<file path="config.mk">
export PLATFORM = sky130hd
export DESIGN_NAME = i2c_target_regfile
export DESIGN_NICKNAME = d
export VERILOG_FILES = /design/src/rtl/i2c_pkg.sv /design/src/rtl/i2c_bus_monitor.sv /design/src/rtl/i2c_target_regfile.sv
export SDC_FILE = /design/constraint.sdc
export NUM_CORES = 1
export LEC_CHECK = 0
export ABC_AREA = 1
export CAP_MARGIN = 10
export CORE_ASPECT_RATIO = 1.1
export CORE_UTILIZATION = 48
export DETAILED_ROUTE_END_ITERATION = 16
export PLACE_DENSITY = 0.67
export SETUP_SLACK_MARGIN = 0.3
export SLEW_MARGIN = 20
export SYNTH_ARGS = -nofsm -noshare
export SYNTH_HDL_FRONTEND = slang
export SYNTH_SLANG_ARGS = --single-unit
</file>
<file path="constraint.sdc">
create_clock -name clk -period 2.2 [get_ports clk]
set_clock_uncertainty 0.2 [all_clocks]
set_input_delay 0.55 -clock clk [delete_from_list [all_inputs] [get_ports clk]]
set_output_delay 0.55 -clock clk [all_outputs]
set_load 0.03 [all_outputs]
</file>
<file path="src/rtl/i2c_pkg.sv">
// Shared state encoding and bus-level constants for the I2C target register file.
package i2c_pkg;

  typedef enum logic [3:0] {
    IDLE,
    ADDR,
    ADDR_ACK,
    REG,
    REG_ACK,
    WDATA,
    WDATA_ACK,
    RDATA,
    RDATA_ACK,
    WAIT_STOP
  } i2c_tgt_state_t;

  localparam logic I2C_ACK  = 1'b0;
  localparam logic I2C_NACK = 1'b1;
  localparam logic RW_WRITE = 1'b0;
  localparam logic RW_READ  = 1'b1;

endpackage

</file>
<file path="src/rtl/i2c_bus_monitor.sv">
// Synchronises raw SCL/SDA and turns them into registered edge and START/STOP pulses.
// Every pulse appears 3 clk after the pin change; sda_level is aligned with scl_rise.
module i2c_bus_monitor (
  input  logic clk,
  input  logic reset,
  input  logic scl_i,
  input  logic sda_i,
  output logic scl_rise,
  output logic scl_fall,
  output logic start_det,
  output logic stop_det,
  output logic sda_level
);

  logic [1:0] scl_sync;
  logic [1:0] sda_sync;
  logic       scl_hist;

  // Sync stages reset to the idle-high bus level so leaving reset makes no edges.
  always_ff @(posedge clk) begin
    if (reset) begin
      scl_sync  <= 2'b11;
      sda_sync  <= 2'b11;
      scl_hist  <= 1'b1;
      sda_level <= 1'b1;
      scl_rise  <= 1'b0;
      scl_fall  <= 1'b0;
      start_det <= 1'b0;
      stop_det  <= 1'b0;
    end else begin
      scl_sync  <= {scl_sync[0], scl_i};
      sda_sync  <= {sda_sync[0], sda_i};
      scl_hist  <= scl_sync[1];
      sda_level <= sda_sync[1];
      scl_rise  <= scl_sync[1] & ~scl_hist;
      scl_fall  <= ~scl_sync[1] & scl_hist;
      start_det <= scl_sync[1] & scl_hist & sda_level & ~sda_sync[1];
      stop_det  <= scl_sync[1] & scl_hist & ~sda_level & sda_sync[1];
    end
  end

endmodule

</file>
<file path="src/rtl/i2c_target_regfile.sv">
// I2C target serving a byte-wide register file with an auto-incrementing pointer.
// SDA_HOLD_CLKS must be at least 2.
module i2c_target_regfile
  import i2c_pkg::*;
#(
  parameter logic [6:0] DEV_ADDR      = 7'h50,
  parameter int         NREGS         = 16,
  parameter int         SDA_HOLD_CLKS = 4,
  parameter int         PTR_W         = $clog2(NREGS)
) (
  input  logic             clk,
  input  logic             reset,
  input  logic             scl_i,
  input  logic             sda_i,
  output logic             sda_oe,
  output logic             busy,
  output logic             wr_valid,
  output logic [PTR_W-1:0] wr_reg,
  output logic [7:0]       wr_data,
  output logic             rd_nack,
  input  logic [PTR_W-1:0] host_raddr,
  output logic [7:0]       host_rdata
);

  localparam int HOLD_W = $clog2(SDA_HOLD_CLKS);

  logic scl_rise, scl_fall, start_det, stop_det, sda_level;

  i2c_bus_monitor u_mon (
    .clk       (clk),
    .reset     (reset),
    .scl_i     (scl_i),
    .sda_i     (sda_i),
    .scl_rise  (scl_rise),
    .scl_fall  (scl_fall),
    .start_det (start_det),
    .stop_det  (stop_det),
    .sda_level (sda_level)
  );

  i2c_tgt_state_t    state;
  logic [7:0]        shift;
  logic [3:0]        bit_cnt;
  logic [PTR_W-1:0]  ptr;
  logic              rw;
  logic [HOLD_W-1:0] hold_cnt;
  logic              pend_oe;
  logic [7:0]        regs [NREGS];
  logic [7:0]        byte_in;

  assign byte_in    = {shift[6:0], sda_level};
  assign host_rdata = regs[host_raddr];

  // A drive change decided at an SCL fall is parked in pend_oe and applied
  // when hold_cnt expires, so SDA only moves well inside the SCL low phase.
  always_ff @(posedge clk) begin
    if (reset) begin
      state    <= IDLE;
      sda_oe   <= 1'b0;
      busy     <= 1'b0;
      wr_valid <= 1'b0;
      rd_nack  <= 1'b0;
      wr_reg   <= '0;
      wr_data  <= '0;
      ptr      <= '0;
      shift    <= '0;
      bit_cnt  <= '0;
      rw       <= 1'b0;
      hold_cnt <= '0;
      pend_oe  <= 1'b0;
      for (int i = 0; i < NREGS; i++) regs[i] <= '0;
    end else begin
      wr_valid <= 1'b0;
      rd_nack  <= 1'b0;
      if (hold_cnt != '0) begin
        hold_cnt <= hold_cnt - 1'b1;
        if (hold_cnt == HOLD_W'(1)) sda_oe <= pend_oe;
      end
      if (stop_det) begin
        state    <= IDLE;
        busy     <= 1'b0;
        sda_oe   <= 1'b0;
        hold_cnt <= '0;
      end else if (start_det) begin
        state    <= ADDR;
        bit_cnt  <= '0;
        sda_oe   <= 1'b0;
        hold_cnt <= '0;
      end else if (scl_rise) begin
        case (state)
          ADDR, REG, WDATA: begin
            shift   <= byte_in;
            bit_cnt <= bit_cnt + 1'b1;
            if (bit_cnt == 4'd7 && state == REG) ptr <= byte_in[PTR_W-1:0];
            if (bit_cnt == 4'd7 && state == WDATA) begin
              regs[ptr] <= byte_in;
              wr_valid  <= 1'b1;
              wr_reg    <= ptr;
              wr_data   <= byte_in;
              ptr       <= ptr + 1'b1;
            end
          end
          RDATA: bit_cnt <= bit_cnt + 1'b1;
          RDATA_ACK: begin
            ptr <= ptr + 1'b1;
            if (sda_level == I2C_NACK) begin
              rd_nack <= 1'b1;
              busy    <= 1'b0;
              state   <= WAIT_STOP;
            end
          end
          default: ;
        endcase
      end else if (scl_fall) begin
        case (state)
          ADDR: if (bit_cnt == 4'd8) begin
            bit_cnt <= '0;
            if (shift[7:1] == DEV_ADDR) begin
              state    <= ADDR_ACK;
              busy     <= 1'b1;
              rw       <= shift[0];
              pend_oe  <= 1'b1;
              hold_cnt <= HOLD_W'(SDA_HOLD_CLKS - 1);
            end else begin
              state <= WAIT_STOP;
            end
          end
          REG, WDATA: if (bit_cnt == 4'd8) begin
            bit_cnt  <= '0;
            state    <= (state == REG) ? REG_ACK : WDATA_ACK;
            pend_oe  <= 1'b1;
            hold_cnt <= HOLD_W'(SDA_HOLD_CLKS - 1);
          end
          ADDR_ACK, RDATA_ACK: begin
            if (state == RDATA_ACK || rw == RW_READ) begin
              state   <= RDATA;
              shift   <= regs[ptr];
              pend_oe <= ~regs[ptr][7];
            end else begin
              state   <= REG;
              pend_oe <= 1'b0;
            end
            hold_cnt <= HOLD_W'(SDA_HOLD_CLKS - 1);
          end
          REG_ACK, WDATA_ACK: begin
            state    <= WDATA;
            pend_oe  <= 1'b0;
            hold_cnt <= HOLD_W'(SDA_HOLD_CLKS - 1);
          end
          RDATA: begin
            if (bit_cnt == 4'd8) begin
              bit_cnt <= '0;
              state   <= RDATA_ACK;
              pend_oe <= 1'b0;
            end else begin
              shift   <= {shift[6:0], 1'b0};
              pend_oe <= ~shift[6];
            end
            hold_cnt <= HOLD_W'(SDA_HOLD_CLKS - 1);
          end
          default: ;
        endcase
      end
    end
  end

endmodule

</file>
== After elaboration in Yosys (flattened, before gate mapping) ==
Memory sizes are Yosys's and may differ from the RTL's. A register that Yosys moved wholly into a read port is not among the register bits.
Index checks and enable logic that the tools add are counted.

* Reduce and logical (&&, ||, !) cells: 35
* Bitwise gates (word level): 17
* Equal/unequal tests: 31
* Add/subtract/negate cells: 3
* Muxes and demuxes: 60

{| class="wikitable"
|+ Operator list
! operator !! count
|-
| 4-bit 2-to-1 mux || 19
|-
| 8-bit 2-to-1 mux || 6
|-
| 7-bit AND reduction || 5
|-
| 1-bit 2-to-1 mux || 22
|-
| 4-bit by 3-bit == test with 1-bit output, second input constant || 5
|-
| 4-bit one-hot mux with 5 select lines || 1
|-
| 8-bit one-hot mux with 2 select lines || 1
|-
| 3-bit by 2-bit != test with 1-bit output, second input constant || 5
|-
| 3-bit != test, second input constant || 5
|-
| 5-bit AND reduction || 3
|-
| 2-bit 2-to-1 mux || 7
|-
| 2-bit != test, second input constant || 6
|-
| 4-bit by 2-bit != test with 1-bit output, second input constant || 3
|-
| 2-bit nonzero test || 6
|-
| 1-bit NOT || 10
|-
| 5-bit OR reduction || 2
|-
| 3-bit nonzero test || 3
|-
| 4-bit by 1-bit adder with 4-bit output, second input constant || 2
|-
| 4-bit by 2-bit == test with 1-bit output, second input constant || 2
|-
| 4-bit == test, second input constant || 2
|-
| 4-bit one-hot mux with 2 select lines || 1
|-
| 8-bit AND reduction || 1
|-
| 2-bit OR reduction || 4
|-
| 8-bit OR reduction || 1
|-
| other kinds (16) || 24
|}

* Memories: 1
* Output and inout bits: 24
* Register bits after elaboration: 50
* Bits in writable memories: 128
* Input bits: 8

{| class="wikitable"
|+ Memory list
! memory !! words !! width !! read ports !! clocked after Yosys merged registers in !! write ports !! line !! source
|-
| regs || 16 || 8 || 2 || 1 || 16 || i2c_target_regfile.sv:48 || <nowiki>logic [7:0] regs [NREGS];</nowiki>
|}

== Logic depth before layout (Yosys ltp) ==
Gate-level depths: netlist of run 1.

* Depth after elaboration: 11
* Depth in mapped cells: 13
* Gate-level depth less buffers: 12

== Cells and area by module ==
Synthesis of run 1 repeated with hierarchy kept, for this count alone.

* Cells, all modules: 1,218
* Area, all modules: 9,828.2 um2

{| class="wikitable"
|+ Modules (own cells, without submodules)
! module !! area each (um2) !! instances !! cells an instance !! seq. area each (um2)
|-
| i2c_target_regfile || 9,542.9 || 1 || 1,189 || 4,724.5
|-
| i2c_bus_monitor || 285.3 || 1 || 29 || 200.2
|}

== Least setup slack after synthesis of run 1 ==
OpenSTA, ideal clock, no wires.

* Path type: input port to output port
* From: input port host_raddr[0]
* To: output port host_rdata[2]
* Stages: 6
* Required time: 1.450 ns
* Path slack: -0.591 ns
* Arrival: 2.041 ns
* Cell sequence: clkbuf_1 > clkbuf_1 > o21ai_0 > a21oi_1 > o22ai_1 > o21ai_0

* Word-level cells in the longest chain between the ends: 1

{| class="wikitable"
|+ Ends and longest elaborated chain
! item !! line !! source
|-
| from (decl) || i2c_target_regfile.sv:21 || <nowiki>input logic [PTR_W-1:0] host_raddr,</nowiki>
|-
| memory read 16 x 8 bit || -- ||
|-
| to (decl) || i2c_target_regfile.sv:22 || <nowiki>output logic [7:0] host_rdata</nowiki>
|}

No other way between the ends.

== Worst setup path after layout of run 1 ==
* From: input port host_raddr[1]
* To: output port host_rdata[1]

Same word-level chain as after synthesis.

==> metrics.md, run 1 <==
| Metric | Value |
|---|---|
| I/O Buffers | `31` |
| Worst path depth | `7` |
| Max Cap Viol | `0` |
| Largest net degree at the start of global routing | `40` |
| Initial antenna violation count | `0` |
| Crit path kind | `in -> out` |
| Crit share post-route | `109.7%` |
| Status | `complete, but fails checks` |
| Placed Cells | `1,481` |
| R2R cell count | `10` |
| Yosys Warn Count | `0` |
| Leading cell type by number of instances after synthesis | `nor2_1` |
| First drt pass iteration count | `7` |
| Post-Synth XOR/XNOR Area | `0.09040%` |
| Reg with most FFs | `regs` |
| Final Critical Period | `2.413 ns` |
| Mux cell area share after synthesis | `0%` |
| Fill count | `1,498` |
| Most common library cells after synthesis | `211 x nor2_1, 203 x nand2_1, 128 x edfxtp_1, 119 x inv_1, 109 x a21oi_1` |
| WP buf/inv | `4` |
| Max FFs per register | `128` |
| Clock buffer count from CTS | `17` |
| Dpl ws | `-0.4182 ns` |
| Syn_nets | `1,208` |
| Critical path's top delay family | `buffers and inverters` |
| Post-synthesis adder-cell area fraction | `0.7749%` |
| Seq/Total Area, Yosys | `50.83%` |
| ANT cells | `0` |
| Mapped Cells | `1,194` |
| Synth Area in Simple Gates | `24.73%` |
| Endpoint type of the worst setup path | `output pin` |
| Antenna viol nets, final | `0` |
| CP Data Arrival Time | `1.66 ns` |
| Die Ht | `151 um` |
| R2R setup slack | `0.11 ns` |
| Nets | `1,299` |
| Global route overflow | `0` |
| Slew @ Worst Pin | `0.8251 ns` |
| Vias in the first global route | `7,986` |
| Pleak | `5.219 nW` |
| Path category of the worst min-delay check | `reg -> reg` |
| CP Max Fanout | `12` |
| Yosys top cell by area | `edfxtp_1` |
| Maximum clock path buffer count | `2` |
| Count of cell types in the netlist | `37` |
| Synthesis-stage register bit count | `182` |
| Slowest CP cell | `o21ai_2` |
| Vias per cell | `5.793` |
| Compound-Gate Fraction of Synth Area | `15.48%` |
| CTS Sinks | `182` |
| Top flop regs | `regs: 128 flops, shift: 8 flops, wr_data: 8 flops` |
| Area of the mapped netlist | `9688 um2` |
| Die area | `20,760 um2` |
| CP Launch Type | `input pin` |
| CTS H-tree depth | `4` |
| Predominant post-synthesis flop cell | `edfxtp_1` |
| WP data required | `1.45 ns` |
| CTS tree | `yes` |
| CP max stage delay | `0.27 ns` |
| # setup viols final | `8` |
| Reg clk slew, reported paths | `0.07 ns` |
| Yosys top cell area share | `39.67%` |
| Drt total wl | `32.28 mm` |
| Largest family of logic cells by synthesized area | `simple AND/OR/NAND/NOR gates` |
| Worst-path cell chain | `buf_12, buf_12, clkinvlp_4, o21ai_2, o221ai_2, nand2_2, buf_4` |
| Routed vias | `8,979` |
| Gpl congestion | `0.9492` |
| PD cells | `581.7 nW/um2` |
| Layout cells sized above 1 | `35.90%` |
| Num rows | `54` |
| Gr usage total | `30.38%` |
| Synthesis-to-finish area growth | `41.44%` |
| Post-layout util | `69.22%` |
| Slew Viols, Final | `0` |
| Hold Buf Count CTS | `0` |
| Insertion delay to the later sink of the worst-skew pair | `0.44 ns` |
| Post-route setup slack | `-0.2133 ns` |
| VDD IR max | `0.5400 mV` |
| Fin cells | `1,550` |
| Most frequent cell on the critical path | `buf_12` |
| EDFF count, synth | `128` |
| Core ar. | `19,800 um2` |
| First-pass GRT wire length | `45.96 mm` |
| Clock Tree Root | `clkbuf_16` |
| Starting density of the core | `48.94%` |
| Fmax | `414.4 MHz` |
| Slew headroom | `44.79%` |
| Final-report hold violation count | `0` |
| Hold Path Cell Cnt | `1` |
| WL per Instance | `20.83 um` |
| Hpwl dp | `20.33 mm` |
| Initial DRC count | `909` |
| Die X | `137.5 um` |
| Largest cells by area after synthesis | `edfxtp_1 40%, dfxtp_1 11%, nor2_1 8.2%, nand2_1 7.9%, a21oi_1 5.6%` |
| Synth Area per Inst | `8.114 um2` |
| RSZ-0062 raised after global routing | `yes` |
| Asr flop ratio synth | `0%` |
| I/O pin count | `32` |
| DRC Markers | `0` |
| Failing checks | `negative setup slack` |
[area by class of cell]
class / count / area, um2 / share of cell area [%]
clock buffers: 21 / 504.2 / 3.680
inverters: 132 / 515.5 / 3.762
multi-input cells: 813 / 5629 / 41.08
flip-flops and latches: 182 / 4943 / 36.08
clock inverters: 11 / 100.1 / 0.7305
well taps: 252 / 315.3 / 2.301
repair buffers: 139 / 1695 / 12.37
[per-stage QoR]
| step | hold WS, ns | total power, mW | TNS, ns | cell area [um2] |
|---|---|---|---|---|
| 2_1_floorplan | 0.1895 | 4.370 | 0 | 10090 |
| 3_3_place_gp | 0.1922 | 4.621 | -4.712 | 10910 |
| 3_5_place_dp | 0.2002 | 4.630 | -4.977 | 10910 |
| 4_1_cts | 0.2182 | 7.823 | -1.302 | 12360 |
| 5_1_grt | 0.2274 | 8.174 | -1.787 | 13700 |
| 6_report | 0.2150 | 7.971 | -1.468 | 13700 |
[cells in the final DEF, fill, tap and decap left out, drive strengths merged]
cell type / Yosys / layout
or2: 4 / 4
o221ai: 13 / 13
ha: 6 / 6
clkinvlp: 0 / 4
a21boi: 1 / 1
nand4: 3 / 3
a21oi: 109 / 109
clkdlybuf4s50: 0 / 3
a31oi: 1 / 1
nor4: 1 / 1
a211oi: 3 / 3
o211ai: 34 / 34
nand3: 77 / 77
clkinv: 9 / 10
o21ai: 104 / 104
dlygate4sd2: 0 / 1
clkbuf: 45 / 37
o22ai: 2 / 2
nand3b: 1 / 1
dfxtp: 54 / 54
a311oi: 1 / 1
o31ai: 1 / 1
inv: 123 / 129
xor2: 1 / 1
clkdlybuf4s15: 0 / 7
buf: 23 / 112
nor2: 225 / 225
edfxtp: 128 / 128
nor3: 3 / 3
nand2: 222 / 223
[routing by layer]
layer	vias up	track usage, %	wire [um]
li1	4203	-	-
met1	4290	42.33	13470
met2	399	47.06	15120
met3	87	4.351	2404
met4	0	12.91	1292
met5	-	0	0
[report_power, final]
group,leakage [nW],switching (mW),internal [mW],total [mW]
combinational,3.16,0.647,0.375,1.02
sequential,1.76,0.0609,3.75,3.81
clock,0.302,1.44,1.70,3.14
total,5.22,2.15,5.82,7.97
[cell families (layout without fill, tap and decap cells)]
family	Yosys count	after routing
AND/OR/NAND/NOR	536	537
XOR/XNOR	1	1
AO/OA/AOI/OAI	269	269
buffers and inverters	200	303
flip-flops	182	182
adder cells (fa/ha/maj)	6	6
[timing repair]
| item | CTS | global route |
|---|---|---|
| hold endpoints to repair | 0 | 0 |
| gates cloned | 5 | 6 |
| setup endpoints to repair | 291 | 300 |
| pin swaps | 30 | 51 |
| gates resized for setup | 218 | 307 |
| buffers inserted | 6 | 20 |
[worst paths after layout]
kind / start / to
worst max register to register: bit_cnt[0] / regs[3][1]
worst max-delay path: host_raddr[1] / host_rdata[1]
worst min-delay path: u_mon.sda_sync[0] / u_mon.sda_sync[1]
worst min register to register: u_mon.sda_sync[0] / u_mon.sda_sync[1]
No activity file was read; power rests on OpenSTA's default activity.
==> run 2, diff against run 1 <==
==> constraint.sdc (replaced) <==
create_clock -name clk -period 2.2 [get_ports clk]
set_clock_uncertainty 0.2 [all_clocks]
set_input_delay 0.55 -clock clk [delete_from_list [all_inputs] [get_ports clk]]
set_output_delay 0.55 -clock clk [all_outputs]
set_load 0.1 [all_outputs]
==> run 2 against run 1 <==
  * The run still ends with negative setup slack left
  * Hold slack barely moved
  * Sequential power about the same
  * Via count increased by 2.5%
  * Power up 3.8%
  * Sequential share of layout area shrank 1.0 points
  * Design area is 2.7% higher
  * Cell count up 0.52%
  * Fmax shrank 4.4%
  * Combinational power grew 18%
  * First-iteration DRC count rose by 40%
  * Global-route usage up 0.48 points
  * Worst setup slack lost 0.11 ns
==> metrics.md, run 2 (synthesis gave the netlist of run 1 again) <==
| Metric | Value |
|---|---|
| Reg clk slew, reported paths | `0.07 ns` |
| DRC Markers | `0` |
| Hpwl dp | `20.28 mm` |
| RSZ-0062 raised after global routing | `yes` |
| Gpl congestion | `0.9727` |
| Reg power frac | `46.2%` |
| Hold Buf Count CTS | `0` |
| Reg with most FFs | `regs` |
| CP Max Fanout | `7` |
| WL per Instance | `20.82 um` |
| CTS H-tree depth | `4` |
| Num rows | `54` |
| Hold Slack | `0.2153 ns` |
| Clock share of power | `39.3%` |
| Die X | `137.5 um` |
| CP Launch Type | `input pin` |
| Crit path kind | `in -> out` |
| Largest net degree at the start of global routing | `64` |
| Slew @ Worst Pin | `0.8601 ns` |
| Clock Tree Root | `clkbuf_16` |
| Routed vias | `9,201` |
| Vias in the first global route | `8,450` |
| Status | `complete, but fails checks` |
| Pint | `5.996 mW` |
| Worst setup startpoint | `host_raddr[1]` |
| Post-route setup slack | `-0.3246 ns` |
| Starting density of the core | `48.94%` |
| CP Data Arrival Time | `1.77 ns` |
| CTS Sinks | `182` |
| Commonest non-fill, non-tap cell in the layout | `nand2_1` |
| Maximum clock path buffer count | `2` |
| WP data required | `1.45 ns` |
| Final Critical Period | `2.525 ns` |
| Synthesis-to-finish area growth | `45.33%` |
| Max FFs per register | `128` |
| # setup viols final | `8` |
| Antenna viol nets, final | `0` |
| Insertion delay to the later sink of the worst-skew pair | `0.44 ns` |
| Top flop regs | `regs: 128 flops, shift: 8 flops, wr_data: 8 flops` |
| Switching Fraction | `27.49%` |
| Vias per cell | `5.906` |
| Combinational power share | `14.6%` |
| Core ar. | `19,800 um2` |
| Nets | `1,307` |
| Endpoint type of the worst setup path | `output pin` |
| First-pass GRT wire length | `47.06 mm` |
| First drt pass iteration count | `8` |
| Layout cells sized above 1 | `36.14%` |
| Psw | `2.274 mW` |
| Initial antenna violation count | `0` |
| CTS tree | `yes` |
| Global route overflow | `0` |
| Slew headroom | `42.45%` |
| Path category of the worst min-delay check | `reg -> reg` |
| Fill count | `1,372` |
| Clock buffer count from CTS | `17` |
| Setup tns final | `-2.197 ns` |
| Gr usage total | `30.86%` |
| Initial DRC count | `1,272` |
| ANT cells | `0` |
| Slew Viols, Final | `0` |
| Pleak | `5.356 nW` |
| Fmax | `396.1 MHz` |
| I/O Buffers | `31` |
| Max Cap Viol | `0` |
| VDD IR max | `0.5456 mV` |
| Crit share post-route | `114.8%` |
| PD cells | `587.4 nW/um2` |
| RR Startpoint | `u_mon.scl_rise` |
| Commonest non-fill, non-tap cells in the layout | `169 x nand2_1, 128 x edfxtp_1, 112 x nor2_4` |
| Die area | `20,760 um2` |
| Failing checks | `negative setup slack` |
| Worst hold path startpoint | `u_mon.scl_sync[0]` |
| Die Ht | `151 um` |
| Drt total wl | `32.44 mm` |
| Final-report hold violation count | `0` |
| I/O pin count | `32` |
## run 2: final timing paths
path	cells past startpoint	endpoint	slack [ns]
max	9	host_rdata[7]	-0.32
max reg2reg	10	regs[2][6]	0.08
min	1	u_mon.scl_sync[1]	0.22
min reg2reg	1	u_mon.scl_sync[1]	0.22
## run 2: layer usage
layer  share of wire, %  GRT usage (%)
met5                  0              0
met4                4.1          14.78
met3                8.8          6.459
met2                 49          50.13
met1                 39          39.01
## run 2: power by group through the flow
stage	sequential (mW)	combinational, mW	clock, mW
3_3_place_gp	3.88	0.891	0
3_5_place_dp	3.88	0.897	0
2_1_floorplan	3.86	0.579	0
4_1_cts	3.81	1.07	3.26
6_report	3.82	1.20	3.25
5_1_grt	3.82	1.27	3.37
## run 2: cell type report
cell class | count | area [um2] | area share (%)
Clock buffer | 21 | 504.2 | 3.581
Clock inverter | 11 | 125.1 | 0.8886
Sequential cell | 182 | 4937 | 35.07
Timing Repair Buffer | 147 | 2049 | 14.56
Tap cell | 252 | 315.3 | 2.239
Multi-Input combinational cell | 813 | 5643 | 40.08
Inverter | 132 | 505.5 | 3.590
## run 2: through the flow
step | power, mW | instances | setup slack (ns) | util, % | area [um2]
2_1_floorplan | 4.439 | 1194 | -0.2639 | - | 9966
3_3_place_gp | 4.774 | 1487 | -0.4786 | 56.33 | 11150
3_5_place_dp | 4.780 | 1487 | -0.4760 | 56.33 | 11150
4_1_cts | 8.138 | 1542 | -0.2787 | 64.63 | 12790
5_1_grt | 8.465 | 1558 | -0.3531 | 71.12 | 14080
6_report | 8.270 | 1558 | -0.3246 | 71.12 | 14080
## run 2: repair_timing
| item | 4_1_cts | 5_1_grt |
|---|---|---|
| cloned | 8 | 3 |
| resized for setup | 198 | 299 |
| pin swaps | 44 | 49 |
| setup buffers | 15 | 13 |
| endpoints found under the setup margin | 273 | 290 |
## run 2: worst max-delay path, stage by stage
cell     delay [ns]
buf_12         0.11
buf_16         0.14
buf_16         0.15
a21oi_1        0.13
o21ai_1        0.13
nand3_1        0.13
nand3_2        0.12
nand2_4        0.12
buf_12         0.17
==> run 3, diff against run 2 <==
--- a/config.mk
+++ b/config.mk
@@ -8,10 +8,10 @@
 export ABC_AREA = 1
 export CAP_MARGIN = 10
 export CORE_ASPECT_RATIO = 1.1
-export CORE_UTILIZATION = 48
+export CORE_UTILIZATION = 40
 export DETAILED_ROUTE_END_ITERATION = 16
-export PLACE_DENSITY = 0.67
 export SETUP_SLACK_MARGIN = 0.3
+export SKIP_CTS_REPAIR_TIMING = 1
 export SLEW_MARGIN = 20
 export SYNTH_ARGS = -nofsm -noshare
 export SYNTH_HDL_FRONTEND = slang
==> run 3 against run 2 <==
  * The flow still finishes with violations (negative setup slack)
  * Sequential power about the same
  * Flip-flop and latch count unchanged
  * Clock power is 3% lower
  * Core utilization down 13 points
  * Global-route usage fell by 6.4 points
  * Register-to-register slack about the same
  * Design area fell by 3.0%
  * Worst setup slack improved by 0.00072 ns
  * Highest routed layer unchanged
==> metrics.md, run 3 (synthesis gave the netlist of run 1 again) <==
| Metric | Value |
|---|---|
| Gpl congestion | `0.9369` |
| WP buf/inv | `3` |
| Routed vias | `8,702` |
| Hpwl dp | `20.74 mm` |
| CP Max Fanout | `2` |
| RSZ-0062 raised after global routing | `yes` |
| Antenna viol nets, final | `0` |
| Fill count | `2,033` |
| Fmax | `396.2 MHz` |
| Gr usage total | `24.43%` |
| Die area | `24,850 um2` |
| Layout cells sized above 1 | `32.87%` |
| Slew @ Worst Pin | `1.072 ns` |
| Commonest non-fill, non-tap cell in the layout | `nand2_1` |
| # setup viols final | `8` |
| ANT cells | `0` |
| Global route overflow | `0` |
| CTS tree | `yes` |
| Post-route setup slack | `-0.3239 ns` |
| Switching Fraction | `28.40%` |
| Reg clk slew, reported paths | `0.08 ns` |
| Psw | `2.287 mW` |
| Largest net degree at the start of global routing | `48` |
| VDD IR max | `0.5369 mV` |
| Maximum clock path buffer count | `2` |
| Clock Tree Root | `clkbuf_16` |
| Critical path's top delay family | `buffers and inverters` |
| CTS H-tree depth | `4` |
| Initial antenna violation count | `0` |
| WP data required | `1.45 ns` |
| CP Data Arrival Time | `1.77 ns` |
| DRC Markers | `0` |
| Max FFs per register | `128` |
| First-pass GRT wire length | `44.66 mm` |
| Slowest CP cell | `edfxtp_1` |
| CP Launch Type | `flop` |
| Initial DRC count | `857` |
| Path category of the worst min-delay check | `reg -> reg` |
| Die X | `150.4 um` |
| Setup tns final | `-2.202 ns` |
| Reg power frac | `47.3%` |
| Placed Cells | `1,539` |
| Nets | `1,288` |
| Core ar. | `23,700 um2` |
| I/O pin count | `32` |
| CP max stage delay | `0.38 ns` |
| Drt total wl | `30.78 mm` |
| Hold Slack | `0.2158 ns` |
| Clock share of power | `39.1%` |
| Insertion delay to the later sink of the worst-skew pair | `0.44 ns` |
| Multi-input gate area | `5527 um2` |
| Endpoint type of the worst setup path | `output pin` |
| PD cells | `589.5 nW/um2` |
| Dpl ws | `-0.4847 ns` |
| Vias per cell | `5.466` |
| Synthesis-to-finish area growth | `41.00%` |
| Crit share post-route | `114.7%` |
| Slew Viols, Final | `0` |
| Pleak | `5.178 nW` |
| Die Ht | `165.2 um` |
| Reg with most FFs | `regs` |
| Failing checks | `negative setup slack` |
| Commonest non-fill, non-tap cells in the layout | `168 x nand2_1, 128 x edfxtp_1, 118 x nor2_4` |
| Worst-path cell chain | `inv_1, nor2_1, a21oi_1, o21ai_1, buf_4, o221ai_4, nand2_4, buf_12` |
| Final Critical Period | `2.524 ns` |
| Combinational power share | `13.6%` |
| Fin cells | `1,592` |
| Slew headroom | `28.26%` |
| Storage cell area | `4940 um2` |
| CTS Sinks | `182` |
| WL per Instance | `19.33 um` |
| Max Cap Viol | `0` |
| Num rows | `59` |
| Clock buffer count from CTS | `17` |
| Crit path kind | `reg -> out` |
| Starting density of the core | `40.88%` |
| I/O Buffers | `31` |
| Pint | `5.765 mW` |
| Vias in the first global route | `7,804` |
| First drt pass iteration count | `5` |
| Top flop regs | `regs: 128 flops, shift: 8 flops, wr_data: 8 flops` |
| Status | `complete, but fails checks` |
| Final-report hold violation count | `0` |
-- run 3: cell types whose count changed in the layout (fill, tap and decap cells not counted), sizes merged --
cell / delta
clkinvlp: +2
clkinv: +1
dlymetal6s2s: +1
clkbuf: -3
dlygate4sd2: -1
inv: +2
buf: -21
-- run 3: worst paths after layout --
path / startpoint / end / slack (ns) / cells after the start
worst min register to register: u_mon.sda_sync[0] / u_mon.sda_sync[1] / 0.22 / 1
worst min-delay path: u_mon.sda_sync[0] / u_mon.sda_sync[1] / 0.22 / 1
worst max-delay path: regs[6][3] / host_rdata[3] / -0.32 / 8
worst max register to register: bit_cnt[0] / regs[12][4] / 0.09 / 9
-- run 3: per-layer routing --
layer,track usage (%),part of all wire [%],vias up
li1,-,-,4162
met1,32.43,42,4173
met2,39.76,49,315
met3,4.176,6.3,52
met4,9.183,2.5,0
met5,0,0,-
-- run 3: final cells by class --
| class | instances | share of cell area, % |
|---|---|---|
| multi-input cells | 813 | 40.46 |
| clock buffers | 17 | 3.114 |
| inverters | 132 | 3.728 |
| well taps | 305 | 2.794 |
| repair buffers | 127 | 12.38 |
| flip-flops and latches | 182 | 36.16 |
| clock inverters | 15 | 1.310 |
| repair inverters | 1 | 0.05496 |
-- run 3: power groups by stage --
stage | sequential [mW] | combinational, mW | clock (mW)
after floorplan | 3.86 | 0.579 | 0
after global placement | 3.88 | 0.891 | 0
after detailed placement | 3.88 | 0.896 | 0
after CTS | 3.80 | 0.899 | 3.18
after global routing | 3.82 | 1.17 | 3.32
final | 3.81 | 1.10 | 3.15
-- run 3: worst reg2reg max path, delay by kind of cell, from the launching register on --
family / cells / cell delay (ns)
simple gates: 8 / 1.11
flops: 1 / 0.36
fa+ha+maj: 1 / 0.15
-- run 3: through the flow --
step                      util [%]  power [mW]  instance area, um2
after floorplan                  -       4.439                9966
after global placement       47.42       4.770               11240
after detailed placement     47.42       4.778               11240
after CTS                    49.97       7.887               11840
after global routing         57.65       8.304               13660
final                        57.65       8.052               13660
==> patch 1 (flow settings as in run 1) <==
Reset style: asynchronous (`reset`), changed in 2 clocked blocks. Comments in the files are not updated.
--- a/src/rtl/i2c_bus_monitor.sv
+++ b/src/rtl/i2c_bus_monitor.sv
@@ -19,3 +19,3 @@
   // Sync stages reset to the idle-high bus level so leaving reset makes no edges.
-  always_ff @(posedge clk) begin
+  always_ff @(posedge clk or posedge reset) begin
     if (reset) begin
--- a/src/rtl/i2c_target_regfile.sv
+++ b/src/rtl/i2c_target_regfile.sv
@@ -55,3 +55,3 @@
   // when hold_cnt expires, so SDA only moves well inside the SCL low phase.
-  always_ff @(posedge clk) begin
+  always_ff @(posedge clk or posedge reset) begin
     if (reset) begin
Function: same outputs for any inputs over 4 cycles, from zero or initial values and one cycle with reset high; that may be too few to reach the edited logic, so the function may still have changed.
==> patch 1 against run 1 <==
The flow still finishes with violations (negative setup slack); sequential cell count down 4; routed wire length up 28%; via count increased by 24%; maximum frequency is 10% lower; cell area increased by 8.6%; critical path depth increased by 2; die area up 3.3%; global-route usage up 3.5 points; largest cell class unchanged; critical endpoint is now host_rdata[6]; area after synthesis is 3.4% higher; synthesized cell count rose by 10%; non-clock buffer count grew 58; setup slack worse by 0.28 ns; register-to-register slack lost 0.05 ns.
Power is not compared: it rests on default switching activity, and its combinational part moved more than twofold at a synthesized area within 25%.
==> patch 1: results (changes against run 1) <==
Synth
  • Seq/Total Area, Yosys: 44.6% (was 50.8%)
  • Synth cell types: 39 (was 37)
  • Yosys warns: 0 (unchanged)
  • Mux cell area share after synthesis: 1.10% (was 0%)
  • Top-count cell post-synth: nand2_1 (was nor2_1)
  • Commonest cells post-synth: nand2_1, dfrtp_1, inv_1 (was nor2_1, nand2_1, edfxtp_1)
  • Mapped Nets: 1328 (was 1208)
  • Post-Synth Adder-Cell Area: 0.750% (was 0.775%)
  • Compound-Gate Fraction of Synth Area: 20.3% (was 15.5%)
  • Commonest register cell after synthesis: dfrtp_1 (was edfxtp_1)
  • Synth Area in XOR/XNOR: 0.0875% (was 0.0904%)
  • Top post-synthesis cells by area: dfrtp_1, nand2_1, o21ai_1 (was edfxtp_1, dfxtp_1, nor2_1)
  • Post-Syn Area per Cell: 7.62 sq um (was 8.11 sq um)
  • FFs w/ async S/R, synth: 100% (was 0%)

Routing
  • DRT iter0 DRCs: 1794 (was 909)
  • Via/cell ratio: 6.38 (was 5.79)
  • Routed WL: 41.4 mm (was 32.3 mm)
  • Via count: 11100 (was 8979)
  • Pre-Repair DR Iteration Count: 9 (was 7)

Layout
  • Ant. Diodes: 0 (unchanged)
  • Fill count: 1371 (was 1498)
  • NumNets Final: 1484 (was 1299)
  • Biggest regs: regs (128), shift (8), wr_data (8) (unchanged)
  • Share of layout cells above drive strength 1: 44.9% (was 35.9%)

Min path
  • Hold depth: 0 (was 1)

Global routing
  • Global-route wire length before repair: 55.6 mm (was 46.0 mm)
  • Vias in the first global route: 10200 (was 7986)
  • Largest net degree at the start of global routing: 52 (was 40)
  • Global router's overall resource usage: 33.9% (was 30.4%)

Clocking
  • Clk pin slew, worst setup/hold paths: 0.07 ns (about the same)
  • Clock Latency Late Sink: 0.45 ns
  • Clock root buffer: clkbuf_16 (unchanged)
  • Max Root-Sink Buffers: 2 (unchanged)
  • CTS Hold Bufs: 0 (unchanged)
  • Inserted Clock Buffers: 17 (unchanged)

Setup path
  • R2R setup slack: 0.06 ns (was 0.11 ns)
  • Critical R2R Capture: regs[47] (was regs[3][1])
  • Crit-path max FO: 7 (was 12)
  • CP delay by family, top: buffers and inverters (unchanged)
  • Slowest cell on crit path: mux2i_1 (was o21ai_2)
  • Critical Path Start: host_raddr[0] (was host_raddr[1])
  • RR Startpoint: bit_cnt[0] (unchanged)
  • Register-to-Register Path Depth: 11 (was 10)
  • WP data arrival: 1.94 ns (was 1.66 ns)
  • Crit path to: host_rdata[6] (was host_rdata[1])
  • Crit-path max cell delay: 0.43 ns (was 0.27 ns)

Outcome
  • Failing checks: negative setup slack (unchanged)
  • Status: finished with violations (unchanged)

STA
  • Final WS setup: -0.493 ns (was -0.213 ns)
  • Setup-failing EPs final: 8 (unchanged)
  • Worst-Margin Slew: 0.799 ns (was 0.825 ns)

Pwr
  • Worst vdd ir: between 0.7 and 0.8 mV
  • Cell leakage power: ~0.0065 uW

Place
  • Dpl hpwl: 20.6 mm (was 20.3 mm)
  • Placement Cell Area: 11000 sq um (was 10900 sq um)
  • GP Congestion: 0.910 (was 0.949)
  • Cells after DPL: 1595 (was 1481)
## patch 1: changes by cell type after synthesis, sizes merged, moves of 7 or more
cell	run 1	this run
mux2i	0	11
buf	23	34
dfrtp	0	172
nor2	225	72
nand2	222	391
edfxtp	128	0
o21ai	104	237
clkinv	9	2
a21oi	109	71
nand3	77	84
o211ai	34	43
dfxtp	54	0
o221ai	13	3
## patch 1: layout make-up
cell class | count | share of cell area, %
timing repair buffer | 197 | 16.0
multi-input combinational | 955 | 44.2
clock buffer | 22 | 3.19
clock inverter | 10 | 0.992
sequential | 178 | 30.0
inverter | 119 | 3.34
tap | 256 | 2.15
timing repair inverter | 2 | 0.101
## patch 1: cells by family after synthesis
kind of cell,Yosys count
XOR/XNOR,1
AND/OR/NAND/NOR,561
AO/OA/AOI/OAI,360
multiplexers,11
adder cells (fa/ha/maj),6
flip-flops,178
buffers and inverters,197
## patch 1: how the worst min path moves through the flow
stage / start / endpoint / slack, ns
2_1_floorplan: u_mon.scl_sync[0] / u_mon.scl_sync[1] / 0.15
3_5_place_dp: u_mon.scl_sync[0] / u_mon.scl_sync[1] / 0.15
4_1_cts: u_mon.sda_sync[0] / u_mon.sda_sync[1] / 0.16
6_report: u_mon.sda_sync[0] / u_mon.sda_sync[1] / 0.16
3_3_place_gp: u_mon.sda_sync[0] / u_mon.sda_sync[1] / 0.15
5_1_grt: u_mon.sda_sync[0] / u_mon.sda_sync[1] / 0.16
## patch 1: power breakdown
| part | switching (uW) | total (uW) | internal, uW |
|---|---|---|---|
| sequential | 275 | 3730 | 3460 |
| combinational | 4360 | 6670 | 2310 |
| clock | 1420 | 3310 | 1900 |
| total | 6050 | 13700 | 7670 |
## patch 1: repair_timing
item                                    CTS  global route
gates cloned                             22            14
endpoints found under the setup margin  170           168
gates resized for setup                 257           371
endpoints found under the hold margin     0             0
pin swaps                                58           109
buffers inserted                         39            37
## patch 1: routing by layer
layer / track usage [%] / part of all wire [%]
met1: 41.6 / 36
met2: 53.8 / 45
met3: 8.69 / 12
met4: 20.0 / 7.2
met5: 0 / 0
## patch 1: metrics by stage
step | utilization, % | power (uW) | setup WS, ns | TNS (ns)
after CTS | 64.0 | 11900 | -0.232 | -1.48
after global placement | 53.7 | 7780 | -0.441 | -3.02
final | 72.6 | 13700 | -0.493 | -2.43
after floorplan | - | 6350 | -0.826 | -143.58
after detailed placement | 53.7 | 7820 | -0.436 | -3.15
after global routing | 72.6 | 14100 | -0.454 | -2.61
==> patch 2 (settings of run 1) <==
Without the edit above. `SDA_HOLD_CLKS`: 4 -> 2.
--- a/src/rtl/i2c_target_regfile.sv
+++ b/src/rtl/i2c_target_regfile.sv
@@ -7,3 +7,3 @@
   parameter int         NREGS         = 16,
-  parameter int         SDA_HOLD_CLKS = 4,
+  parameter int         SDA_HOLD_CLKS = 2,
   parameter int         PTR_W         = $clog2(NREGS)
Function: no difference found for any inputs over 4 cycles, from zero or initial values and one cycle with reset high; that may be too few to reach the edited logic, so the function may still have changed.
==> patch 2 against run 1 <==
The run still ends with negative setup slack left; total power rose by 0.51%; routed wire length fell by 8.5%; cell area fell by 5.5%; die area rose by 0.75%; setup slack got worse by 0.025 ns; final cell count rose by 3.0%; sequential cell count fell by 1; via count rose by 0.94%; area after synthesis rose by 0.76%; sequential share of layout area rose by 2.0 points; highest routed layer unchanged.
==> patch 2: results (changes against run 1) <==
Outcome
  • Status: finished with violations (unchanged)
  • Failing checks: negative setup slack (unchanged)

Synth
  • Synth cell types: 38 (was 37)
  • Top post-synthesis cells by area: edfxtp_1, dfxtp_1, nor2_1 (unchanged)
  • Post-Synthesis Cells: 1227 (was 1194)
  • Synth top area share: 39.4% (was 39.7%)
  • EDFF count, synth: 128 (unchanged)
  • Seq/Total Area, Yosys: 50.2% (was 50.8%)
  • Commonest cells post-synth: nor2_1, nand2_1, edfxtp_1, inv_1, o21ai_0 (was nor2_1, nand2_1, edfxtp_1)

Routing
  • Routed WL: 29.5 mm (was 32.3 mm)
  • Pre-Repair DR Iteration Count: 6 (was 7)
  • Via count: 9063 (was 8979)
  • DRT iter0 DRCs: 1024 (was 909)

Setup path
  • Register-to-Register Path Depth: 9 (was 10)
  • Crit-path max cell delay: 0.20 ns (was 0.27 ns)
  • Crit-path max FO: 8 (was 12)
  • Critical Path Start: host_raddr[0] (was host_raddr[1])
  • Slowest cell on crit path: o221ai_2 (was o21ai_2)

Place
  • Setup WS pre-CTS: -0.381 ns (was -0.418 ns)
  • Placement Cell Area: 11100 sq um (was 10900 sq um)
  • Cells after DPL: 1532 (was 1481)
  • GP Congestion: 0.943 (was 0.949)

Min path
  • Hold depth: 1 (unchanged)
  • Hold path start: u_mon.scl_sync[0] (was u_mon.sda_sync[0])

STA
  • Setup TNS: -1.61 ns (was -1.47 ns)
  • Final WS setup: -0.238 ns (was -0.213 ns)
  • Worst-Margin Slew: 0.851 ns (was 0.825 ns)
  • Setup-failing EPs final: 8 (unchanged)

Global routing
  • Global router's overall resource usage: 28.8% (was 30.4%)
  • Global-route wire length before repair: 44.2 mm (was 46.0 mm)
  • Largest net degree at the start of global routing: 34 (was 40)
  • Vias in the first global route: 8181 (was 7986)

Pwr
  • Cell leakage power: 0.00519 uW (was 0.00522 uW)

Layout
  • Fill count: 1673 (was 1498)
  • Post-layout util: 65.2% (was 69.2%)
  • Share of layout cells above drive strength 1: 28.7% (was 35.9%)
  • Post-Layout Cell Count: 1596 (was 1550)
  • Biggest regs: regs (128), shift (8), wr_data (8) (unchanged)

Clocking
  • Clock root buffer: clkbuf_16 (unchanged)
==> patch 2: path summary, 6_finish.rpt <==
kind | endpoint | slack, ns
setup / recovery | host_rdata[6] | -0.24
hold / removal | u_mon.scl_sync[1] | 0.21
setup reg to reg | regs[3][1] | 0.13
hold reg to reg | u_mon.scl_sync[1] | 0.21
==> patch 2: what timing repair did <==
item / 4_1_cts / 5_1_grt
pin swaps: 25 / 47
resized for setup: 192 / 131
buffers inserted: 6 / 21
cloned: 3 / 2
setup endpoints to repair: 294 / 291
==> patch 2: kinds of logic after synthesis <==
logic type / share of synthesized area [%]
AO/OA/AOI/OAI: 14.3
XOR/XNOR: 0.179
adder cells (fa/ha/maj): 0.769
buffers and inverters: 8.18
flip-flops: 50.2
multiplexers: 0.103
AND/OR/NAND/NOR: 26.3
==> patch 2: final cells by class <==
class | count | share of cell area [%]
multi-input cells | 842 | 38.3
clock buffers | 18 | 3.31
inverters | 138 | 4.14
well taps | 252 | 2.43
clock inverters | 14 | 1.32
repair buffers | 151 | 12.4
flip-flops and latches | 181 | 38.0
==> patch 2: per-layer routing <==
| layer | vias up | track usage (%) | part of all wire (%) |
|---|---|---|---|
| met1 | 4285 | 38.1 | 42 |
| met4 | 0 | 14.5 | 4.3 |
| met3 | 92 | 4.82 | 7.4 |
| li1 | 4299 | - | - |
| met5 | - | 0 | 0 |
| met2 | 387 | 45.4 | 47 |
==> patch 2: power breakdown <==
| part | internal [uW] | total, uW | leakage, uW | switching (uW) |
|---|---|---|---|---|
| registers | 3740 | 3810 | 0.00173 | 65.1 |
| logic | 400 | 1030 | 0.00317 | 634 |
| clock network | 1800 | 3170 | 0.000292 | 1370 |
| total | 5940 | 8010 | 0.00519 | 2070 |
